### config.mk
export PLATFORM = sky130hd
export DESIGN_NAME = fwd_hazard_ctrl_flat
export DESIGN_NICKNAME = d
export VERILOG_FILES = /design/src/rtl/fwd_hazard_ctrl_pkg.sv /design/src/rtl/fwd_hazard_ctrl_if.sv /design/src/rtl/fwd_hazard_ctrl_match_unit.sv /design/src/rtl/fwd_hazard_ctrl.sv /design/src/flat_wrapper.sv
export SDC_FILE = /design/constraint.sdc
export NUM_CORES = 1
export LEC_CHECK = 0
export ABC_CLOCK_PERIOD_IN_PS = 1900
export BUFFER_PORTS_ARGS = -buffer_cell sky130_fd_sc_hd__buf_4
export CAP_MARGIN = 10
export CELL_PAD_IN_SITES_DETAIL_PLACEMENT = 2
export CELL_PAD_IN_SITES_GLOBAL_PLACEMENT = 2
export CORE_MARGIN = 4
export CORE_UTILIZATION = 30
export CTS_CLUSTER_SIZE = 40
export DETAILED_ROUTE_END_ITERATION = 12
export GPL_TIMING_DRIVEN = 0
export MAX_ROUTING_LAYER = met4
export PLACE_DENSITY_LB_ADDON = 0.1
export SYNTH_ARGS = -nofsm -noshare
export SYNTH_HDL_FRONTEND = slang
export SYNTH_SLANG_ARGS = --single-unit
### constraint.sdc
create_clock -name clk -period 1.9 [get_ports clk]
set_input_delay 0.095 -clock clk [delete_from_list [all_inputs] [get_ports clk]]
set_output_delay 0.095 -clock clk [all_outputs]
set_load 0.02 [all_outputs]
### src/rtl/fwd_hazard_ctrl_pkg.sv
// Shared constants for the EX-stage forwarding/hazard controller:
// register-address width, operand-mux select encodings and FSM states.
package fwd_hazard_ctrl_pkg;

    localparam int REG_AW = 4;

    localparam logic [1:0] SEL_BUFF2 = 2'b11;
    localparam logic [1:0] SEL_ALU   = 2'b01;
    localparam logic [1:0] SEL_M5    = 2'b00;

    typedef enum logic {
        IDLE     = 1'b0,
        LU_STALL = 1'b1
    } state_t;

endpackage

### src/rtl/fwd_hazard_ctrl_if.sv
// Decode-side bundle into the forwarding/hazard controller and its control outputs.
interface fwd_hazard_ctrl_if
    import fwd_hazard_ctrl_pkg::*;
#(
    parameter int REG_AW = fwd_hazard_ctrl_pkg::REG_AW,
    parameter int CNT_W  = 16
);
    logic              in_hold;
    logic              in_flush;
    logic              in_dec_valid;
    logic [REG_AW-1:0] in_dec_rs1;
    logic [REG_AW-1:0] in_dec_rs2;
    logic              in_dec_use1;
    logic              in_dec_use2;
    logic [REG_AW-1:0] in_dec_rd;
    logic              in_dec_we;
    logic              in_dec_load;
    logic [1:0]        out_cntrl_m2;
    logic [1:0]        out_cntrl_m3;
    logic              out_stall;
    logic              out_bubble;
    logic [CNT_W-1:0]  out_stall_cnt;

    modport master (
        output in_hold, in_flush, in_dec_valid, in_dec_rs1, in_dec_rs2,
               in_dec_use1, in_dec_use2, in_dec_rd, in_dec_we, in_dec_load,
        input  out_cntrl_m2, out_cntrl_m3, out_stall, out_bubble, out_stall_cnt
    );

    modport slave (
        input  in_hold, in_flush, in_dec_valid, in_dec_rs1, in_dec_rs2,
               in_dec_use1, in_dec_use2, in_dec_rd, in_dec_we, in_dec_load,
        output out_cntrl_m2, out_cntrl_m3, out_stall, out_bubble, out_stall_cnt
    );

endinterface

### src/rtl/fwd_hazard_ctrl_match_unit.sv
// Compares one source operand against the EX and MEM destinations and picks
// the forwarding source; the EX (youngest) producer has priority.
module fwd_match_unit
    import fwd_hazard_ctrl_pkg::*;
#(
    parameter int REG_AW  = fwd_hazard_ctrl_pkg::REG_AW,
    parameter bit R0_ZERO = 1'b1
) (
    input  logic              use_rs,
    input  logic [REG_AW-1:0] rs,
    input  logic              ex_vld,
    input  logic              ex_we,
    input  logic [REG_AW-1:0] ex_rd,
    input  logic              mem_vld,
    input  logic              mem_we,
    input  logic [REG_AW-1:0] mem_rd,
    output logic              ex_match,
    output logic [1:0]        sel
);

    logic is_r0;
    logic mem_match;

    assign is_r0     = R0_ZERO && (rs == '0);
    assign ex_match  = use_rs & ex_vld & ex_we & (rs == ex_rd) & ~is_r0;
    assign mem_match = use_rs & mem_vld & mem_we & (rs == mem_rd) & ~is_r0;

    always_comb begin
        sel = SEL_BUFF2;
        if (ex_match)
            sel = SEL_ALU;
        else if (mem_match)
            sel = SEL_M5;
    end

endmodule

### src/rtl/fwd_hazard_ctrl.sv
// Forwarding and load-use hazard controller for the EX-stage operand muxes m2/m3.
// Tracks buff2/buff3 destinations and registers the selects with the issuing edge.
module fwd_hazard_ctrl
    import fwd_hazard_ctrl_pkg::*;
#(
    parameter int REG_AW  = fwd_hazard_ctrl_pkg::REG_AW,
    parameter bit R0_ZERO = 1'b1,
    parameter int CNT_W   = 16
) (
    input logic              clk,
    input logic              rst,
    fwd_hazard_ctrl_if.slave bus
);

    state_t            state, next_state;
    logic              ex_vld, ex_we, ex_load, mem_vld, mem_we;
    logic [REG_AW-1:0] ex_rd, mem_rd;
    logic [1:0]        sel_m2, sel_m3, sel1, sel2;
    logic              match1, match2, hazard, stall, issue;
    logic [CNT_W-1:0]  cnt;

    fwd_match_unit #(.REG_AW(REG_AW), .R0_ZERO(R0_ZERO)) u_match1 (
        .use_rs(bus.in_dec_use1), .rs(bus.in_dec_rs1),
        .ex_vld(ex_vld), .ex_we(ex_we), .ex_rd(ex_rd),
        .mem_vld(mem_vld), .mem_we(mem_we), .mem_rd(mem_rd),
        .ex_match(match1), .sel(sel1)
    );

    fwd_match_unit #(.REG_AW(REG_AW), .R0_ZERO(R0_ZERO)) u_match2 (
        .use_rs(bus.in_dec_use2), .rs(bus.in_dec_rs2),
        .ex_vld(ex_vld), .ex_we(ex_we), .ex_rd(ex_rd),
        .mem_vld(mem_vld), .mem_we(mem_we), .mem_rd(mem_rd),
        .ex_match(match2), .sel(sel2)
    );

    // The hazard cycle itself is the single stall; LU_STALL lets the held
    // instruction re-issue with the load now visible in MEM.
    always_comb begin
        next_state = state;
        hazard     = 1'b0;
        case (state)
            IDLE: begin
                hazard = bus.in_dec_valid & ex_vld & ex_load & (match1 | match2);
                if (hazard & ~bus.in_hold & ~bus.in_flush)
                    next_state = LU_STALL;
            end
            LU_STALL: begin
                if (~bus.in_hold)
                    next_state = IDLE;
            end
            default: next_state = IDLE;
        endcase
    end

    assign stall = hazard & ~bus.in_flush;
    assign issue = bus.in_dec_valid & ~stall & ~bus.in_flush;

    always_ff @(posedge clk or posedge rst) begin
        if (rst) begin
            state   <= IDLE;
            ex_vld  <= 1'b0;
            ex_we   <= 1'b0;
            ex_load <= 1'b0;
            ex_rd   <= '0;
            mem_vld <= 1'b0;
            mem_we  <= 1'b0;
            mem_rd  <= '0;
            sel_m2  <= SEL_BUFF2;
            sel_m3  <= SEL_BUFF2;
            cnt     <= '0;
        end else if (~bus.in_hold) begin
            state   <= next_state;
            mem_vld <= ex_vld;
            mem_we  <= ex_we;
            mem_rd  <= ex_rd;
            ex_vld  <= issue;
            ex_we   <= issue & bus.in_dec_we;
            ex_load <= issue & bus.in_dec_load;
            ex_rd   <= issue ? bus.in_dec_rd : '0;
            sel_m2  <= issue ? sel1 : SEL_BUFF2;
            sel_m3  <= issue ? sel2 : SEL_BUFF2;
            if (stall && (cnt != '1))
                cnt <= cnt + 1'b1;
        end
    end

    assign bus.out_cntrl_m2  = sel_m2;
    assign bus.out_cntrl_m3  = sel_m3;
    assign bus.out_stall     = stall;
    assign bus.out_bubble    = stall;
    assign bus.out_stall_cnt = cnt;

endmodule

### src/flat_wrapper.sv
// flat-port wrapper written by rule: the top's interface ports become plain ports
module fwd_hazard_ctrl_flat import fwd_hazard_ctrl_pkg::*;
#(
    parameter int REG_AW  = fwd_hazard_ctrl_pkg::REG_AW,
    parameter bit R0_ZERO = 1'b1,
    parameter int CNT_W   = 16
)
  (clk, rst, bus_in_hold, bus_in_flush, bus_in_dec_valid, bus_in_dec_rs1, bus_in_dec_rs2, bus_in_dec_use1, bus_in_dec_use2, bus_in_dec_rd, bus_in_dec_we, bus_in_dec_load, bus_out_cntrl_m2, bus_out_cntrl_m3, bus_out_stall, bus_out_bubble, bus_out_stall_cnt);
  fwd_hazard_ctrl_if #(.REG_AW(REG_AW), .CNT_W(CNT_W)) bus_i ();
  input logic clk;
  input logic rst;
  input wire logic [$bits(bus_i.in_hold)-1:0] bus_in_hold;
  input wire logic [$bits(bus_i.in_flush)-1:0] bus_in_flush;
  input wire logic [$bits(bus_i.in_dec_valid)-1:0] bus_in_dec_valid;
  input wire logic [$bits(bus_i.in_dec_rs1)-1:0] bus_in_dec_rs1;
  input wire logic [$bits(bus_i.in_dec_rs2)-1:0] bus_in_dec_rs2;
  input wire logic [$bits(bus_i.in_dec_use1)-1:0] bus_in_dec_use1;
  input wire logic [$bits(bus_i.in_dec_use2)-1:0] bus_in_dec_use2;
  input wire logic [$bits(bus_i.in_dec_rd)-1:0] bus_in_dec_rd;
  input wire logic [$bits(bus_i.in_dec_we)-1:0] bus_in_dec_we;
  input wire logic [$bits(bus_i.in_dec_load)-1:0] bus_in_dec_load;
  output wire logic [$bits(bus_i.out_cntrl_m2)-1:0] bus_out_cntrl_m2;
  output wire logic [$bits(bus_i.out_cntrl_m3)-1:0] bus_out_cntrl_m3;
  output wire logic [$bits(bus_i.out_stall)-1:0] bus_out_stall;
  output wire logic [$bits(bus_i.out_bubble)-1:0] bus_out_bubble;
  output wire logic [$bits(bus_i.out_stall_cnt)-1:0] bus_out_stall_cnt;
  assign bus_i.in_hold = bus_in_hold;
  assign bus_i.in_flush = bus_in_flush;
  assign bus_i.in_dec_valid = bus_in_dec_valid;
  assign bus_i.in_dec_rs1 = bus_in_dec_rs1;
  assign bus_i.in_dec_rs2 = bus_in_dec_rs2;
  assign bus_i.in_dec_use1 = bus_in_dec_use1;
  assign bus_i.in_dec_use2 = bus_in_dec_use2;
  assign bus_i.in_dec_rd = bus_in_dec_rd;
  assign bus_i.in_dec_we = bus_in_dec_we;
  assign bus_i.in_dec_load = bus_in_dec_load;
  assign bus_out_cntrl_m2 = bus_i.out_cntrl_m2;
  assign bus_out_cntrl_m3 = bus_i.out_cntrl_m3;
  assign bus_out_stall = bus_i.out_stall;
  assign bus_out_bubble = bus_i.out_bubble;
  assign bus_out_stall_cnt = bus_i.out_stall_cnt;
  fwd_hazard_ctrl #(.REG_AW(REG_AW), .R0_ZERO(R0_ZERO), .CNT_W(CNT_W)) u_core (.clk(clk), .rst(rst), .bus(bus_i));
endmodule
# Word-level counts from Yosys, hierarchy flattened
# Cells that the tools add are included.
[totals]
reg_bits = 34
in_bits = 21
out_inout_bits = 22
word_cells = 64
[op_classes]
n_addsub = 1
eq_ne = 5
n_mux = 10
bitwise = 33
reduce_logical = 4
[op_table]
columns = ["op", "count"]
rows = [
  ["$and 1x1->1", 26],
  ["$add 16x1->16 const B", 1],
  ["$eq 4x4->1", 4],
  ["$ne 16x16->1 const B", 1],
  ["$mux 2", 6],
  ["$logic_not 4->1", 2],
  ["$not 1->1", 6],
  ["$mux 4", 1],
  ["$mux 1", 2],
  ["$pmux 1 s2", 1],
  ["$reduce_and 2->1", 1],
  ["$logic_and 1x1->1", 1],
  ["$or 1x1->1", 1],
]

# Longest topological paths before layout
[logic_depth]
ltp_word = 12
depth_mapped = 8
depth_no_buf = 6

# By module
# From an unflattened synthesis, not the netlist that was laid out.
[unflattened]
cells_unflattened = 160
hier_area_um2 = 1843.0
[modules_own_cells]
columns = ["module", "instances", "cells_each", "area_each_um2", "seq_area_each_um2"]
rows = [
  ["fwd_hazard_ctrl", 1, 126, 1570.3, 855.8],
  ["fwd_match_unit", 2, 17, 136.4, 0.0],
]

# Worst setup path after synthesis
# No wires, ideal clock.
[synth_path]
kind = "reg-to-output"
start = "register u_core.ex_rd[3]"
end = "output port bus_out_stall"
arrival_ps = 2279
required_time_ps = 1805
setup_slack_ps = -474
path_stages_with_launch = 7
n_path_buf = 2
cell_sequence = "dfrtp_1 xor2_1 or4_1 buf_6 and2_1 nor3_1 buf_4"
[synth_between]
elab_chain_len = 7
word_cells_on_any_way = 10
classes_between = "2 x eq/ne; 1 x mux; 7 x bitwise"
[synth_rtl]
columns = ["item", "line", "rtl"]
rows = [
  ["start: declaration", "fwd_hazard_ctrl.sv:17", "logic [REG_AW-1:0] ex_rd, mem_rd;"],
  ["start signal: assignment", "fwd_hazard_ctrl.sv:79", "ex_rd <= issue ? bus.in_dec_rd : '0;"],
  ["$eq 4x4->1", "fwd_hazard_ctrl_match_unit.sv:25", "assign ex_match = use_rs & ex_vld & ex_we & (rs == ex_rd) & ~is_r0;"],
  ["$and 1x1->1 (2 in a row)", "fwd_hazard_ctrl_match_unit.sv:25", ""],
  ["$or 1x1->1 *", "fwd_hazard_ctrl.sv:43", "hazard = bus.in_dec_valid & ex_vld & ex_load & (match1 | match2);"],
  ["$and 1x1->1 *", "fwd_hazard_ctrl.sv:43", ""],
  ["$mux 1 *", "fwd_hazard_ctrl.sv:41", "case (state)"],
  ["$and 1x1->1 *", "fwd_hazard_ctrl.sv:55", "assign stall = hazard & ~bus.in_flush;"],
  ["end: declaration", "flat_wrapper.sv:24", "output wire logic [$bits(bus_i.out_stall)-1:0] bus_out_stall;"],
]
# Mark *: on every way between the ends. The rest lies on a longest branch, timed or not.

# Worst setup path after layout
[layout_path]
start = "register u_core.ex_rd[0]"
end = "output port bus_out_bubble"
[layout_between]
elab_chain_len = 7
word_cells_on_any_way = 10
classes_between = "2 x eq/ne; 1 x mux; 7 x bitwise"
[layout_rtl]
columns = ["item", "line", "rtl"]
rows = [
  ["$eq 4x4->1", "fwd_hazard_ctrl_match_unit.sv:25", ""],
  ["$and 1x1->1 (2 in a row)", "fwd_hazard_ctrl_match_unit.sv:25", ""],
  ["$or 1x1->1 *", "fwd_hazard_ctrl.sv:43", ""],
  ["$and 1x1->1 *", "fwd_hazard_ctrl.sv:43", ""],
  ["$mux 1 *", "fwd_hazard_ctrl.sv:41", ""],
  ["$and 1x1->1 *", "fwd_hazard_ctrl.sv:55", ""],
  ["end: declaration", "flat_wrapper.sv:25", "output wire logic [$bits(bus_i.out_bubble)-1:0] bus_out_bubble;"],
]
# Marked as above.

==> flow_metrics.env <==
export IMPL_ys_warn_count=0
export IMPL_dpl_hpwl_um=3850
export IMPL_post_route_min_period_ns=2.22
export IMPL_antenna_found_initial=0
export IMPL_peakVddDrop_v=0.000378
export IMPL_period_share_pct=117
export IMPL_synthArstFlopShare_pct=100
export IMPL_grt_max_degree=19
export IMPL_pwr_share_clk_pct=37.4
export IMPL_swShare_pct=24.4
export IMPL_core_mm2=0.00557
export IMPL_start_kind="flop"
export IMPL_diodes=0
export IMPL_syn_area_per_cell_um2=11.4
export IMPL_synthTopCellsByArea="dfrtp_1 (43%), xor2_1 (8.0%), xnor2_1 (7.5%)"
export IMPL_max_clock_freq_mhz=450
export IMPL_numClockSinks=34
export IMPL_htreeDepth=2
export IMPL_io_buffers=41
export IMPL_path_class="flop to output pin"
export IMPL_synth_largest_area_cell="dfrtp_1"
export IMPL_clock_latency_ns=0.28
export IMPL_maxSlewHeadroom_pct=46.9
export IMPL_area_delta_synth_final_pct=42.8
export IMPL_nNetsFinal=236
export IMPL_ys_types=31
export IMPL_synthCells=153
export IMPL_drt_pre_antenna_iters=4
export IMPL_fp_dieArea_mm2=0.00713
export IMPL_required_ns=1.80
export IMPL_cp_end_kind="output pin"
export IMPL_synth_top_area_share_pct=42.9
export IMPL_grt_pass1_vias=1723
export IMPL_maxSlewViolCount=0
export IMPL_tightest_slew_ns=0.796
export IMPL_maxCapViolCount=0
export IMPL_crit_buf_inv=3
export IMPL_cp_top_family="simple AND/OR/NAND/NOR gates"
export IMPL_finalSetupViolations=30
export IMPL_syn_nets=175
export IMPL_grt_usage_pct=16.5
export IMPL_pwr_share_comb_pct=10.7
export IMPL_clk_pin_slew_worst_paths_ns=0.07
export IMPL_synth_edf_count=0
export IMPL_yosysMostFrequentCell="dfrtp_1"
export IMPL_pwr_share_seq_pct=51.9
export IMPL_hold_viol_final=0
export IMPL_synth_area_mm2=0.00175
export IMPL_p_int_uw=1120
export IMPL_hold_path_class="input pin to flop"
export IMPL_first_iter_violations=42
export IMPL_cts_root_buf="clkbuf_8"
export IMPL_yosys_top_cells_count="dfrtp_1 (30), xor2_1 (16), xnor2_1 (15)"
export IMPL_post_drt_via_cell_ratio=4.98
export IMPL_register_area_um2=856
export IMPL_clockBufferDepth=2
export IMPL_skew_ns=0.00315
export IMPL_p_sw_uw=360
export IMPL_cp_slowest_cell="or4_4"
export IMPL_ys_seq_elements=34
export IMPL_ys_flop_type="dfrtp_1"
export IMPL_cts_inserted_buffers=5
export IMPL_status="finished with violations"
export IMPL_leakagePower_uw=0.00121
export IMPL_grt_pass1_wl_um=9000
export IMPL_arrival_ns=2.13
export IMPL_crit_chain="xnor2_2 > nand4_1 > or4_4 > buf_6 > and2_4 > nor3_4 > buf_4 > buf_6"
export IMPL_drive_above_1_share_pct=43.7
export IMPL_finalWorstSetupSlack_ns=-0.321
export IMPL_gp_congestion=0.823
export IMPL_crit_path_max_fanout=5
export IMPL_rsz0062_at_grt="yes"
export IMPL_totalWireLength_um=5300
export IMPL_slowest_delay_ns=0.44
export IMPL_route_vias_total=1428
export IMPL_die_h_um=84.4
export IMPL_crit_top_cell="buf_6"
export IMPL_cts_tree="built"
export IMPL_antenna_left=0
export IMPL_wire_per_inst_um=18.5
export IMPL_fp_dieW_um=84.4
export IMPL_io_pins=43
export IMPL_drc_errors=0
export IMPL_power_density_mw_per_mm2=590
export IMPL_initial_core_util_pct=31.4
export IMPL_rows=27
export IMPL_post_place_cells=267
export IMPL_fin_cells=287
export IMPL_tns_ns=-5.26
export IMPL_multi_input_area_um2=953
export IMPL_violations="negative setup slack"
export IMPL_fillCellCount=588
export IMPL_grt_ovfl_total=0
export IMPL_synth_yosys_seq_area_share_pct=48.9
placed cells by master (no fill, tap or decap), types with 3 or more instances in the layout:
master    synthesis  final
a22o_1            6      6
nand4_1           9      9
dfrtp_1          30     30
and3_1            5      5
dfstp_2           4      4
xor2_1           16     16
buf_6             1      4
buf_4             1     52
nor2_1            4      3
nand2_1          11     10
clkbuf_8          0      6
nand4b_1          4      4
clkbuf_1          3      4
inv_1             7      7
mux2_2            8      6
xnor2_1          15     14
layout make-up:
type | instances | share of cell area (%)
sequential | 34 | 34.2
inverter | 7 | 1.05
tap | 72 | 3.60
clock inverter | 1 | 0.200
clock buffer | 7 | 3.45
buffer | 6 | 1.50
timing repair buffer | 55 | 17.9
multi-input combinational | 105 | 38.1
through the flow:
| step | cell area [um^2] | total power [uW] | hold slack (ns) | setup WS [ns] | util (%) |
|---|---|---|---|---|---|
| after global routing | 2500 | 1560 | 0.0192 | -0.409 | 44.9 |
| after global placement | 2170 | 905 | 0.308 | -0.345 | 38.9 |
| after detailed placement | 2190 | 920 | 0.304 | -0.452 | 39.3 |
| final | 2500 | 1480 | 0.0256 | -0.321 | 44.9 |
| after floorplan | 1770 | 844 | 0.223 | -0.142 | - |
| after CTS | 2480 | 1500 | 0.0190 | -0.314 | 44.5 |
logic make-up after synthesis:
| kind of cell | share of synthesized area (%) |
|---|---|
| adders and majority gates | 0.714 |
| and+or+nand+nor | 15.9 |
| buffers and inverters | 3.79 |
| muxes | 5.14 |
| AOI/OAI and AO/OA | 10.1 |
| xor gates and xnor gates | 15.5 |
| DFF | 48.9 |
metal layers:
layer / GRT usage [%] / share of wire [%] / up-vias
met5: - / 0 / -
met4: 4.32 / 1.1 / 0
met3: 3.24 / 2.5 / 6
met2: 28.8 / 55 / 25
met1: 19.6 / 42 / 729
li1: - / - / 668
registers in the layout, summed over array words and instances, names as in the netlist:
| register | count |
|---|---|
| u_core.ex_rd | 4 |
| u_core.bus.out_cntrl_m2 | 2 |
| u_core.bus.out_cntrl_m3 | 2 |
| u_core.mem_vld | 1 |
| u_core.ex_vld | 1 |
| u_core.ex_load | 1 |
| u_core.state | 1 |
| u_core.mem_rd | 4 |
| u_core.mem_we | 1 |
| u_core.ex_we | 1 |
| u_core.bus.out_stall_cnt | 16 |
final timing paths:
| path | depth (start not counted) | from | to | slack, ns |
|---|---|---|---|---|
| min in group asynchronous | 3 | rst | u_core.bus.out_stall_cnt[0] | 0.53 |
| max in group asynchronous | 4 | rst | u_core.bus.out_cntrl_m3[0] | 0.73 |
| setup reg to reg | 7 | u_core.ex_rd[0] | u_core.bus.out_stall_cnt[8] | -0.26 |
| hold / removal | 2 | bus_in_dec_load | u_core.ex_load | 0.03 |
| hold reg to reg | 2 | u_core.bus.out_cntrl_m3[0] | u_core.bus.out_cntrl_m3[0] | 0.47 |
| setup / recovery | 8 | u_core.ex_rd[0] | bus_out_bubble | -0.32 |
power by group through the flow:
stage / clock network [uW] / logic [uW] / registers [uW]
after global placement: 0 / 127 / 779
after CTS: 578 / 156 / 765
after global routing: 618 / 173 / 769
after floorplan: 0 / 71.4 / 772
after detailed placement: 0 / 140 / 780
final: 552 / 158 / 766
timing repair:
action,CTS,global route
endpoints found under the hold margin,17,0
hold buffers,1,0
pin swaps,14,6
cloned,1,0
gates resized for setup,24,4
setup buffers,11,0
endpoints found under the setup margin,29,30
No activity file was read; power rests on OpenSTA's default activity.
